$ cat config.mk
export PLATFORM = sky130hd
export DESIGN_NAME = fb_port_arbiter
export DESIGN_NICKNAME = d
export VERILOG_FILES = /design/src/rtl/fb_port_arbiter.sv
export SDC_FILE = /design/constraint.sdc
export NUM_CORES = 1
export LEC_CHECK = 0
export CAP_MARGIN = 20
export CORE_UTILIZATION = 48
export CTS_BUF_LIST = sky130_fd_sc_hd__clkbuf_8 sky130_fd_sc_hd__clkbuf_16
export DETAILED_ROUTE_END_ITERATION = 6
export GPL_TIMING_DRIVEN = 0
export PLACE_DENSITY = 0.87
export SETUP_SLACK_MARGIN = 0.15
export SKIP_LAST_GASP = 1
export SLEW_MARGIN = 40
export SYNTH_ARGS = -nofsm -noshare
export SYNTH_HDL_FRONTEND = slang
export SYNTH_SLANG_ARGS = --single-unit
$ cat constraint.sdc
create_clock -name clk -period 2.7 [get_ports clk]
set_clock_uncertainty 0.1 [all_clocks]
set_input_delay 0.405 -clock clk [delete_from_list [all_inputs] [get_ports clk]]
set_output_delay 0.405 -clock clk [all_outputs]
set_load 0.01 [all_outputs]
$ cat src/rtl/fb_port_arbiter.sv
// Framebuffer port arbiter: scan-out reads preempt buffered writer pushes, which drain during blanking.
// Optional drop statistics output enabled by defining FB_PORT_ARBITER_STATS_EN.
module fb_port_arbiter #(
  parameter int A_SIZE     = 8,
  parameter int P_SIZE     = 8,
  parameter int FIFO_DEPTH = 4
) (
  input  logic              clk,
  input  logic              rst_n,
  input  logic              blanking,
  input  logic [A_SIZE-1:0] scan_addr,
  input  logic              wr_req,
  input  logic [A_SIZE-1:0] wr_addr,
  input  logic [P_SIZE-1:0] wr_data,
  output logic              wr_ready,
  output logic [A_SIZE-1:0] mem_addr,
  output logic              mem_we,
  output logic [P_SIZE-1:0] mem_wdata,
  input  logic [P_SIZE-1:0] mem_rdata,
  output logic [P_SIZE-1:0] pix_data,
  output logic              pix_valid
`ifdef FB_PORT_ARBITER_STATS_EN
  ,
  output logic [15:0]       drop_cnt
`endif
);

  localparam int PW = (FIFO_DEPTH > 1) ? $clog2(FIFO_DEPTH) : 1;
  localparam int CW = PW + 1;

  typedef enum logic [1:0] {IDLE, SCAN, DRAIN} state_e;

  state_e            state_q, state_d;
  logic [A_SIZE-1:0] fifo_addr_q [FIFO_DEPTH];
  logic [P_SIZE-1:0] fifo_data_q [FIFO_DEPTH];
  logic [PW-1:0]     wr_ptr_q, rd_ptr_q;
  logic [CW-1:0]     count_q, count_d;
  logic              push, pop, full;

  logic [A_SIZE-1:0] mem_addr_q, mem_addr_d;
  logic [P_SIZE-1:0] mem_wdata_q, mem_wdata_d;
  logic              mem_we_q, mem_we_d;
  logic              vld_p1_q, vld_p2_q;
  logic [P_SIZE-1:0] pix_data_p2_q;

  assign full     = (count_q == CW'(FIFO_DEPTH));
  assign wr_ready = ~full;
  assign push     = wr_req & ~full;
  assign pop      = blanking & (state_q == DRAIN) & (count_q != '0);
  assign count_d  = count_q + CW'(push) - CW'(pop);

  always_comb begin
    state_d     = state_q;
    mem_addr_d  = mem_addr_q;
    mem_wdata_d = mem_wdata_q;
    mem_we_d    = 1'b0;
    if (!blanking) begin
      state_d    = SCAN;
      mem_addr_d = scan_addr;
    end else begin
      case (state_q)
        DRAIN: begin
          if (pop) begin
            mem_addr_d  = fifo_addr_q[rd_ptr_q];
            mem_wdata_d = fifo_data_q[rd_ptr_q];
            mem_we_d    = 1'b1;
          end
          state_d = (count_d == '0) ? IDLE : DRAIN;
        end
        default: state_d = (count_q != '0) ? DRAIN : IDLE;
      endcase
    end
  end

  // Entry storage carries no reset; emptiness is defined by the pointers and count.
  always_ff @(posedge clk) begin
    if (push) begin
      fifo_addr_q[wr_ptr_q] <= wr_addr;
      fifo_data_q[wr_ptr_q] <= wr_data;
    end
  end

  always_ff @(posedge clk or negedge rst_n) begin
    if (!rst_n) begin
      state_q     <= IDLE;
      wr_ptr_q    <= '0;
      rd_ptr_q    <= '0;
      count_q     <= '0;
      mem_addr_q  <= '0;
      mem_wdata_q <= '0;
      mem_we_q    <= 1'b0;
    end else begin
      state_q     <= state_d;
      count_q     <= count_d;
      mem_addr_q  <= mem_addr_d;
      mem_wdata_q <= mem_wdata_d;
      mem_we_q    <= mem_we_d;
      if (push) wr_ptr_q <= wr_ptr_q + PW'(1);
      if (pop)  rd_ptr_q <= rd_ptr_q + PW'(1);
    end
  end

  // Stage p1: scan qualifier lines up with mem_rdata; stage p2: pixel output.
  always_ff @(posedge clk or negedge rst_n) begin
    if (!rst_n) begin
      vld_p1_q      <= 1'b0;
      vld_p2_q      <= 1'b0;
      pix_data_p2_q <= '0;
    end else begin
      vld_p1_q <= ~blanking;
      vld_p2_q <= vld_p1_q;
      if (vld_p1_q) pix_data_p2_q <= mem_rdata;
    end
  end

  assign mem_addr  = mem_addr_q;
  assign mem_wdata = mem_wdata_q;
  assign mem_we    = mem_we_q;
  assign pix_data  = pix_data_p2_q;
  assign pix_valid = vld_p2_q;

`ifdef FB_PORT_ARBITER_STATS_EN
  function automatic logic [15:0] sat_inc16(input logic [15:0] v);
    return (v == 16'hFFFF) ? v : v + 16'd1;
  endfunction

  logic [15:0] drop_cnt_q;

  always_ff @(posedge clk or negedge rst_n) begin
    if (!rst_n) drop_cnt_q <= '0;
    else if (wr_req && full) drop_cnt_q <= sat_inc16(drop_cnt_q);
  end

  assign drop_cnt = drop_cnt_q;
`endif

endmodule

After elaboration in Yosys (flattened, before gate mapping) --
Memories as Yosys holds them, arrays and structs flattened. A register that Yosys moved wholly into a read port is not among the register bits. Index checks and enable logic that the tools add are counted.
Word-level totals: flip-flop bits (word level) 28, bits in writable memories 64, memory bits (read-only) 0, memories 2, word-level logic and storage cells 41, output and inout bits 27, bits in latches 0
Memories:
- fifo_addr_q | depth 4, width 8, rd ports 1, clocked after memory_dff 0, write ports 1, RTL line 34 | logic [A_SIZE-1:0] fifo_addr_q [FIFO_DEPTH];
- fifo_data_q | depth 4, width 8, rd ports 1, clocked after memory_dff 1, write ports 1, RTL line 35 | logic [P_SIZE-1:0] fifo_data_q [FIFO_DEPTH];
Cells by class: bitwise gates (word level) 5, $lt $le $gt $ge 0, equal/unequal tests 4, divide/modulo/power cells 0, add/sub/neg operators 4, shift operators 0, mux-type cells 12, reductions and logical operators 5, $mul 0
Operators with widths (number):
- 2-to-1 mux 8 bit | 3
- 2-to-1 mux 2 bit | 4
- 2-to-1 mux 1 bit | 5
- adder 2 x 1 -> 2 bit (second input constant) | 2
- != test 2 x 1 -> 1 bit (second input constant) | 2
- adder 3 x 1 -> 3 bit | 1
- AND 1 bit | 3
- == test 3 bit (second input constant) | 1
- zero test 3 bit | 1
- AND reduction 3 bit | 1
- nonzero test 3 bit | 1
- subtractor 3 x 1 -> 3 bit | 1
- == test 2 bit (second input constant) | 1
- NOT 1 bit | 2
- AND reduction 2 bit | 1
- zero test 1 bit | 1

Longest topological paths before layout --
Gate-level depths: netlist of the first run.
word-level depth 9, mapped depth 11, depth with buffers taken out 9

Worst setup path after synthesis of the first run --
Ideal clock, no wire load.
path type register to register, start register state_q[0], end register state_q[1], cell stages (with the launch flop) 12, arrival time 2.333 ns, required time 2.471 ns, slack 0.138 ns, library setup time 0.129 ns, path through dfrtp_1 buf_2 nand3b_4 nor2_8 buf_6 xor2_1 ha_1 inv_1 fa_1 xnor2_1 xnor2_1 o41a_1
Between the ends: longest elaborated chain between the ends 8
Ends and longest elaborated chain:
- start: declaration | RTL line 33 | state_e state_q, state_d;
- start signal: assignment | RTL line 93 | state_q <= state_d;
- == test 2 bit | RTL line 49 | assign pop = blanking & (state_q == DRAIN) & (count_q != '0);
- AND 1 bit (2 in a row) | RTL line 49
- subtractor 3 x 1 -> 3 bit | RTL line 50 | assign count_d = count_q + CW'(push) - CW'(pop);
- named net count_d[2] | RTL line 37 | logic [CW-1:0] count_q, count_d;
- zero test 3 bit | RTL line 68 | state_d = (count_d == '0) ? IDLE : DRAIN;
- 2-to-1 mux 2 bit | RTL line 68
- 2-to-1 mux 2 bit | RTL line 61 | case (state_q)
- 2-to-1 mux 2 bit | RTL line 57 | if (!blanking) begin
- named net state_d[1] | RTL line 33
The timed path passes the listed nets, and every way through them passes these cells. A chain may end at the register's enable or synchronous reset.

Final worst setup path of the first run --
start register count_q[0], end register state_q[1]
Between the ends: longest elaborated chain between the ends 9
Ends and longest elaborated chain:
- start: declaration | RTL line 37
- start signal: assignment | RTL line 94 | count_q <= count_d;
- == test 3 bit | RTL line 46 | assign full = (count_q == CW'(FIFO_DEPTH));
- NOT 1 bit | RTL line 48 | assign push = wr_req & ~full;
- AND 1 bit | RTL line 48
- adder 3 x 1 -> 3 bit | RTL line 50
- subtractor 3 x 1 -> 3 bit (*) | RTL line 50
- named net count_d[2] | RTL line 37
- zero test 3 bit (*) | RTL line 68
- 2-to-1 mux 2 bit (*) | RTL line 68
- 2-to-1 mux 2 bit (*) | RTL line 61
- 2-to-1 mux 2 bit (*) | RTL line 57
- named net state_d[1] | RTL line 33
Mark *: on every way through the listed nets, which the timed path passes. The rest lies on a longest branch.

==> results.cfg, run 1 <==
[logic_synthesis]
yosys.area_share.xor_xnor = 0.0135
synth.yosys.seq_area_share = 0.719
syn_avg_cell_area_um2 = 20.6
synthDistinctLibCells = 31
synth_area_mm2 = 0.00389
synth_cells = 189
yosys.area.top_type = sky130_fd_sc_hd__edfxtp_1
synth_top_cell_area_share = 0.494
synth.ff_latch_count = 99
yosysWarnings = 0
synth_simple_gate_area_frac = 0.0405
synth_compound_gate_area_share = 0.0296
net_count_synth = 231
synthAdderAreaFrac = 0.0212
synth_top_family_by_area = multiplexers
proportion_of_synthesized_area_in_mux_cells = 0.154
synthTopCellsByArea = sky130_fd_sc_hd__edfxtp_1 49%, sky130_fd_sc_hd__dfrtp_1 23%, sky130_fd_sc_hd__mux4_2 6.4%

[power_and_ir_drop]
total_leakage_power_nw = 1.86
seqPwrFrac = 0.474
cell_internal_pwr_w = 0.00327
power.net_switching_w = 0.00129
power.clock.fraction = 0.191
power.density_mw_per_mm2 = 919
power_switching_share = 0.282
share_comb_of_total_power = 0.335
p_total_w = 0.00455
ir_drop_mv = 0.364

[final_layout]
area_of_combinational_cells_with_multiple_inputs_mm2 = 0.00104
area_used_by_sequential_logic_in_the_layout_mm2 = 0.00280
nNetsFinal = 313
fill_cells = 553
drive_above_1_share = 0.250
postLayoutCoreUtil = 0.637
antenna_cells_inserted = 0
finish.instance_area_mm2 = 0.00495
growth_of_design_area_from_synthesis_to_finish_pct = 27.2

[drt]
drt_iter0_drc = 85
route.final.wire_length_um = 7020
dr_total_vias = 1992
drt-vias-per-instance = 5.27
detail_route.wl_per_cell_um = 18.6
drt_pass_1_iters = 4
drc_errors = 0
antenna_left = 0

[clocking]
numClockSinks = 99
tritoncts_clock_tree = done
clock_latency_ns = 0.35
tritoncts_buffer_count = 9
clkTransAtPathRegs_ns = 0.08
clock_tree.htree_level_count = 3
buffer_levels_on_the_longest_clock_path = 2
ctsRootBufferMaster = sky130_fd_sc_hd__clkbuf_8

[global_routing]
grt.total_usage = 0.180
pin_count_of_the_biggest_net_entering_global_routing = 20
grt_first_pass_wirelength_um = 11000
first_global_vias = 2152
antenna_found_initial = 0
globalRouteOverflowTotal = 0

[timing]
grt_setup_unrepaired = true
layout_worst_path_cycle_share = 0.954
achievable-frequency_mhz = 388
final-hold-violation-count = 0
number_of_endpoints_failing_setup_at_the_final_stage = 0
final.setup.tns_ns = 0
tightest_slew_ns = 0.483
worst_slew_margin_rel = 0.678
maxSlewViolCount = 0
timing.final.crit_period_ns = 2.57

[setup_path]
arrival_time_reported_for_the_critical_path_endpoint_ns = 2.71
worst-endpoint-required_ns = 2.83
critical_path_peak_fanout = 3
endpoint_kind = flop
timing.reg2reg.setup_slack_ns = 0.13
r2r_end = state_q[1]$_DFF_PN0_
critPathLaunchType = flop
r2r_start = count_q[0]$_DFF_PN0_
crit_type = reg -> reg
r2r_cells = 10

[worst_hold_path]
timing.hold.worst_endpoint = pix_valid$_DFF_PN0_
min_from = state_q[0]$_DFF_PN0_
hold-path-cell-count = 0
timing.hold.worst.class = reg -> reg

[floorplan]
die_y_um = 92.0
die_area_mm2 = 0.00847
dieWidth_um = 92.0
floorplan.rows = 32
floorplan.initialDensity = 0.501
core_area_mm2 = 0.00777
number_of_top_level_pins = 63

[placement]
placement.cell_area_mm2 = 0.00467
post-dp-hpwl_um = 4560
port_buffers = 62
gpl.final_weighted_congestion = 0.727

[job]
cap_violations = 0

[status]
run_status = complete, no violations
[Yosys cell counts]
cell                        n
sky130_fd_sc_hd__mux2_1     1
sky130_fd_sc_hd__clkbuf_1   1
sky130_fd_sc_hd__o21a_1     1
sky130_fd_sc_hd__nor2b_1    8
sky130_fd_sc_hd__a221o_1    8
sky130_fd_sc_hd__nor2_8     1
sky130_fd_sc_hd__and2_1     4
sky130_fd_sc_hd__edfxtp_1  64
sky130_fd_sc_hd__mux2_4     8
sky130_fd_sc_hd__ha_1       5
sky130_fd_sc_hd__dfrtp_1   35
sky130_fd_sc_hd__nand3b_4   1
sky130_fd_sc_hd__nor3_1     1
sky130_fd_sc_hd__o41a_1     1
sky130_fd_sc_hd__fa_1       1
sky130_fd_sc_hd__mux4_1     5
sky130_fd_sc_hd__a21oi_1    1
sky130_fd_sc_hd__a21boi_2   1
sky130_fd_sc_hd__nor3_4     1
sky130_fd_sc_hd__nand2_1    1
sky130_fd_sc_hd__xnor2_1    3
sky130_fd_sc_hd__nand2b_1   1
sky130_fd_sc_hd__mux4_2    11
sky130_fd_sc_hd__nor3b_1    1
sky130_fd_sc_hd__inv_1      5
sky130_fd_sc_hd__buf_12     1
sky130_fd_sc_hd__xor2_1     3
sky130_fd_sc_hd__buf_2      4
sky130_fd_sc_hd__nor2_1     1
sky130_fd_sc_hd__buf_6      2
sky130_fd_sc_hd__mux2_2     8
[registers in the layout, summed over array words and instances, names as in the netlist]
name and cells:
fifo_addr_q 32, fifo_data_q 32, mem_addr 8, mem_wdata 8, pix_data 8, count_q 3, rd_ptr_q 2, state_q 2
wr_ptr_q 2, mem_we 1, pix_valid 1
[routing by layer]
layer  GRT usage  share of wire  vias up
met1       0.230           0.42     1005
met2       0.303           0.52       73
li1            -              -      900
met5           0              0        -
met4      0.0846          0.023        0
met3      0.0299          0.044       14
[cell type report]
class	count	share of cell area
Buffer	8	0.0162
Clock buffer	9	0.0250
Clock inverter	7	0.0109
Inverter	5	0.00379
Multi-Input combinational cell	77	0.210
Sequential cell	99	0.566
Tap cell	102	0.0258
Timing Repair Buffer	71	0.143
[power groups by stage]
stage | Combinational [W] | Sequential, W | Clock (W)
final | 0.00152 | 0.00216 | 0.000871
after detailed placement | 0.00142 | 0.00220 | 0
after global routing | 0.00164 | 0.00219 | 0.000953
after global placement | 0.00135 | 0.00218 | 0
after floorplan | 0.000863 | 0.00221 | 0
after CTS | 0.00150 | 0.00216 | 0.000887
[logic make-up after synthesis]
| logic type | count (synthesis) |
|---|---|
| compound gates | 12 |
| mux | 33 |
| xor+xnor | 6 |
| flops | 99 |
| simple gates | 20 |
| fa+ha+maj | 6 |
| buf+inv | 13 |
[cell usage in the layout (no fill, tap or decap), types with 2 or more instances in the layout]
master                            count
sky130_fd_sc_hd__edfxtp_1            64
sky130_fd_sc_hd__clkdlybuf4s50_1     61
sky130_fd_sc_hd__dfrtp_1             33
sky130_fd_sc_hd__mux4_2              11
sky130_fd_sc_hd__clkbuf_8             9
sky130_fd_sc_hd__inv_1                8
sky130_fd_sc_hd__buf_4                8
sky130_fd_sc_hd__mux2_2               8
sky130_fd_sc_hd__mux2_4               8
sky130_fd_sc_hd__nor2b_1              8
sky130_fd_sc_hd__a221o_1              8
sky130_fd_sc_hd__mux4_1               5
sky130_fd_sc_hd__and2_2               4
sky130_fd_sc_hd__ha_1                 4
sky130_fd_sc_hd__buf_2                3
sky130_fd_sc_hd__buf_6                2
sky130_fd_sc_hd__xnor2_1              2
sky130_fd_sc_hd__xor2_1               2
sky130_fd_sc_hd__clkinv_1             2
sky130_fd_sc_hd__dfrtp_2              2
[worst max path at each step]
| stage | slack [ns] | from | to |
|---|---|---|---|
| after floorplan | 0.15 | state_q[0]$_DFF_PN0_ | state_q[1]$_DFF_PN0_ |
| after global routing | 0.02 | count_q[0]$_DFF_PN0_ | state_q[1]$_DFF_PN0_ |
| after CTS | 0.15 | count_q[0]$_DFF_PN0_ | state_q[1]$_DFF_PN0_ |
| after detailed placement | -0.55 | blanking | state_q[1]$_DFF_PN0_ |
| final | 0.13 | count_q[0]$_DFF_PN0_ | state_q[1]$_DFF_PN0_ |
| after global placement | -0.41 | blanking | state_q[1]$_DFF_PN0_ |
[critical path, cell delays in order (launching register included)]
cell                      delay (ns)
sky130_fd_sc_hd__dfrtp_1        0.42
sky130_fd_sc_hd__nor3_4         0.32
sky130_fd_sc_hd__nor2_8         0.08
sky130_fd_sc_hd__buf_8          0.13
sky130_fd_sc_hd__xor2_2         0.17
sky130_fd_sc_hd__ha_2           0.20
sky130_fd_sc_hd__inv_1          0.05
sky130_fd_sc_hd__fa_2           0.36
sky130_fd_sc_hd__xnor2_2        0.16
sky130_fd_sc_hd__xnor2_1        0.15
sky130_fd_sc_hd__o41a_1         0.32
[per-stage QoR]
| stage | setup WS, ns | cells | hold WS, ns |
|---|---|---|---|
| final | 0.125 | 378 | 0.301 |
| after global routing | 0.0230 | 378 | 0.327 |
| after CTS | 0.147 | 376 | 0.306 |
| after detailed placement | -0.550 | 354 | 0.278 |
| after global placement | -0.411 | 353 | 0.277 |
| after floorplan | 0.145 | 189 | 0.00941 |
[timing repair]
action | 4_1_cts | 5_1_grt
endpoints found under the hold margin | 18 | 0
resized for setup | 8 | 2
pin swaps | 3 | 1
buffers inserted | 5 | 2
hold buffers | 1 | 0
endpoints found under the setup margin | 2 | 1
(Power assumes the default switching activity.)
==> run 2, diff against run 1 <==
--- a/config.mk
+++ b/config.mk
@@ -6,11 +6,11 @@
 export NUM_CORES = 1
 export LEC_CHECK = 0
 export CAP_MARGIN = 20
-export CORE_UTILIZATION = 48
+export CORE_UTILIZATION = 50
 export CTS_BUF_LIST = sky130_fd_sc_hd__clkbuf_8 sky130_fd_sc_hd__clkbuf_16
 export DETAILED_ROUTE_END_ITERATION = 6
 export GPL_TIMING_DRIVEN = 0
-export PLACE_DENSITY = 0.87
+export PLACE_DENSITY = 0.86
 export SETUP_SLACK_MARGIN = 0.15
 export SKIP_LAST_GASP = 1
 export SLEW_MARGIN = 40
==> constraint.sdc (replaced) <==
create_clock -name clk -period 2.9 [get_ports clk]
set_clock_uncertainty 0.1 [all_clocks]
set_input_delay 0.435 -clock clk [delete_from_list [all_inputs] [get_ports clk]]
set_output_delay 0.435 -clock clk [all_outputs]
set_load 0.005 [all_outputs]
==> run 2 against run 1 <==
- largest power group unchanged
- flip-flop and latch count stayed put
- non-clock buffer count shrank 5
- largest cell class unchanged
- power decreased by 8.3%
- utilization grew 2.8 points
==> results.cfg, run 2 (synthesis results as in run 1) <==
[status]
run_status = complete, no violations

[drt]
drt_pass_1_iters = 4
antenna_left = 0
detail_route.wl_per_cell_um = 17.8
route.final.wire_length_um = 6600
drc_errors = 0
drt-vias-per-instance = 5.29
dr_total_vias = 1956
drt_iter0_drc = 120

[clocking]
tritoncts_clock_tree = done
buffer_levels_on_the_longest_clock_path = 2
numClockSinks = 99
tritoncts_buffer_count = 9
clock_tree.htree_level_count = 3
clkTransAtPathRegs_ns = 0.09
clock_latency_ns = 0.35
ctsRootBufferMaster = sky130_fd_sc_hd__clkbuf_8

[placement]
place_worst_setup_slack_ns = -0.307
gpl.final_weighted_congestion = 0.702
placement.cell_area_mm2 = 0.00466
post-dp-hpwl_um = 4320
port_buffers = 62

[timing]
timing.final.crit_period_ns = 2.64
tightest_slew_ns = 0.466
final.setup.tns_ns = 0
hold-worst-slack_ns = 0.295
achievable-frequency_mhz = 378
grt_setup_unrepaired = false
maxSlewViolCount = 0
final-hold-violation-count = 0
layout_worst_path_cycle_share = 0.912
worst_slew_margin_rel = 0.690
setup_slack_ns = 0.256
number_of_endpoints_failing_setup_at_the_final_stage = 0

[global_routing]
first_global_vias = 2022
antenna_found_initial = 0
grt.total_usage = 0.181
globalRouteOverflowTotal = 0
pin_count_of_the_biggest_net_entering_global_routing = 22
grt_first_pass_wirelength_um = 10800

[setup_path]
endpoint_kind = flop
r2r_start = count_q[2]$_DFF_PN0_
worst-endpoint-required_ns = 3.04
timing.reg2reg.setup_slack_ns = 0.28
crit_type = in -> reg
critPathLaunchType = primary input
arrival_time_reported_for_the_critical_path_endpoint_ns = 2.78
critical_path_peak_fanout = 10
r2r_cells = 10
r2r_end = state_q[1]$_DFF_PN0_

[final_layout]
fill_cells = 500
postLayoutCoreUtil = 0.666
layout_commonest_cell = sky130_fd_sc_hd__edfxtp_1
finish.instance_area_mm2 = 0.00491
drive_above_1_share = 0.229
largest_registers = fifo_addr_q x32, fifo_data_q x32
antenna_cells_inserted = 0
nNetsFinal = 308
area_used_by_sequential_logic_in_the_layout_mm2 = 0.00280
growth_of_design_area_from_synthesis_to_finish_pct = 26.1
layout_common_cells = 64 x sky130_fd_sc_hd__edfxtp_1, 61 x sky130_fd_sc_hd__clkdlybuf4s50_1, 35 x sky130_fd_sc_hd__dfrtp_1
area_of_combinational_cells_with_multiple_inputs_mm2 = 0.00101

[worst_hold_path]
timing.hold.worst.class = reg -> reg
min_from = state_q[0]$_DFF_PN0_
hold-path-cell-count = 0
timing.hold.worst_endpoint = pix_valid$_DFF_PN0_

[floorplan]
die_area_mm2 = 0.00814
floorplan.rows = 31
dieWidth_um = 90.2
number_of_top_level_pins = 63
core_area_mm2 = 0.00737
die_y_um = 90.2
floorplan.initialDensity = 0.528

[job]
cap_violations = 0

[power_and_ir_drop]
total_leakage_power_nw = 1.83
ir_drop_mv = 0.455
power.density_mw_per_mm2 = 851
## run 2: cell count changes in the layout (fill, tap and decap cells not counted), moves of 2 or more
| cell | change |
|---|---|
| sky130_fd_sc_hd__inv_6 | +3 |
| sky130_fd_sc_hd__buf_4 | -6 |
| sky130_fd_sc_hd__inv_1 | -3 |
| sky130_fd_sc_hd__clkinv_1 | -2 |
| sky130_fd_sc_hd__dfrtp_1 | +2 |
| sky130_fd_sc_hd__dfrtp_2 | -2 |
## run 2: per-layer routing
metal	vias up	GRT usage	routed length (um)
met4	0	0.0847	108
li1	899	-	-
met3	10	0.0347	285
met1	980	0.234	2840
met5	-	0	0
met2	67	0.296	3360
## run 2: what timing repair did
item	CTS	global route
pin swaps	1	0
gates resized for setup	1	3
hold buffers	1	0
hold endpoints to repair	14	0
endpoints found under the setup margin	1	1
cloned	0	0
buffers inserted	1	0
## run 2: where the power goes
part | leakage, nW | internal [W] | total [W] | switching, W
sequential | 1.00 | 0.00186 | 0.00201 | 0.000156
clock | 0.103 | 0.000415 | 0.000897 | 0.000481
combinational | 0.720 | 0.000731 | 0.00126 | 0.000531
## run 2: worst max path at each step
stage / cells past startpoint / to / start / slack (ns)
floorplan: 11 / state_q[1]$_DFF_PN0_ / state_q[0]$_DFF_PN0_ / 0.34
global placement: 9 / state_q[1]$_DFF_PN0_ / blanking / -0.29
detailed placement: 9 / state_q[1]$_DFF_PN0_ / blanking / -0.31
CTS: 11 / state_q[1]$_DFF_PN0_ / state_q[0]$_DFF_PN0_ / 0.24
global route: 11 / state_q[1]$_DFF_PN0_ / state_q[0]$_DFF_PN0_ / 0.14
finish: 9 / state_q[1]$_DFF_PN0_ / blanking / 0.26
## run 2: area by class of cell
| class | instances | share of cell area |
|---|---|---|
| clock buffer | 9 | 0.0252 |
| multi-input combinational | 77 | 0.206 |
| tap | 99 | 0.0252 |
| sequential | 99 | 0.570 |
| timing repair buffer | 66 | 0.137 |
| inverter | 5 | 0.00383 |
| clock inverter | 7 | 0.0171 |
| buffer | 8 | 0.0150 |
## run 2: worst max-delay path, stage by stage
cell and delay (ns):
sky130_fd_sc_hd__clkdlybuf4s50_1 0.53, sky130_fd_sc_hd__clkbuf_2 0.28, sky130_fd_sc_hd__o21a_1 0.16, sky130_fd_sc_hd__buf_2 0.23, sky130_fd_sc_hd__nor3_1 0.11, sky130_fd_sc_hd__fa_1 0.42, sky130_fd_sc_hd__xnor2_1 0.14, sky130_fd_sc_hd__xnor2_1 0.16
sky130_fd_sc_hd__o41a_1 0.32
## run 2: per-stage QoR
stage                     power (W)  std cells
final                       0.00417        370
after global routing        0.00438        370
after CTS                   0.00420        369
after detailed placement    0.00330        351
after global placement      0.00325        350
after floorplan             0.00282        189
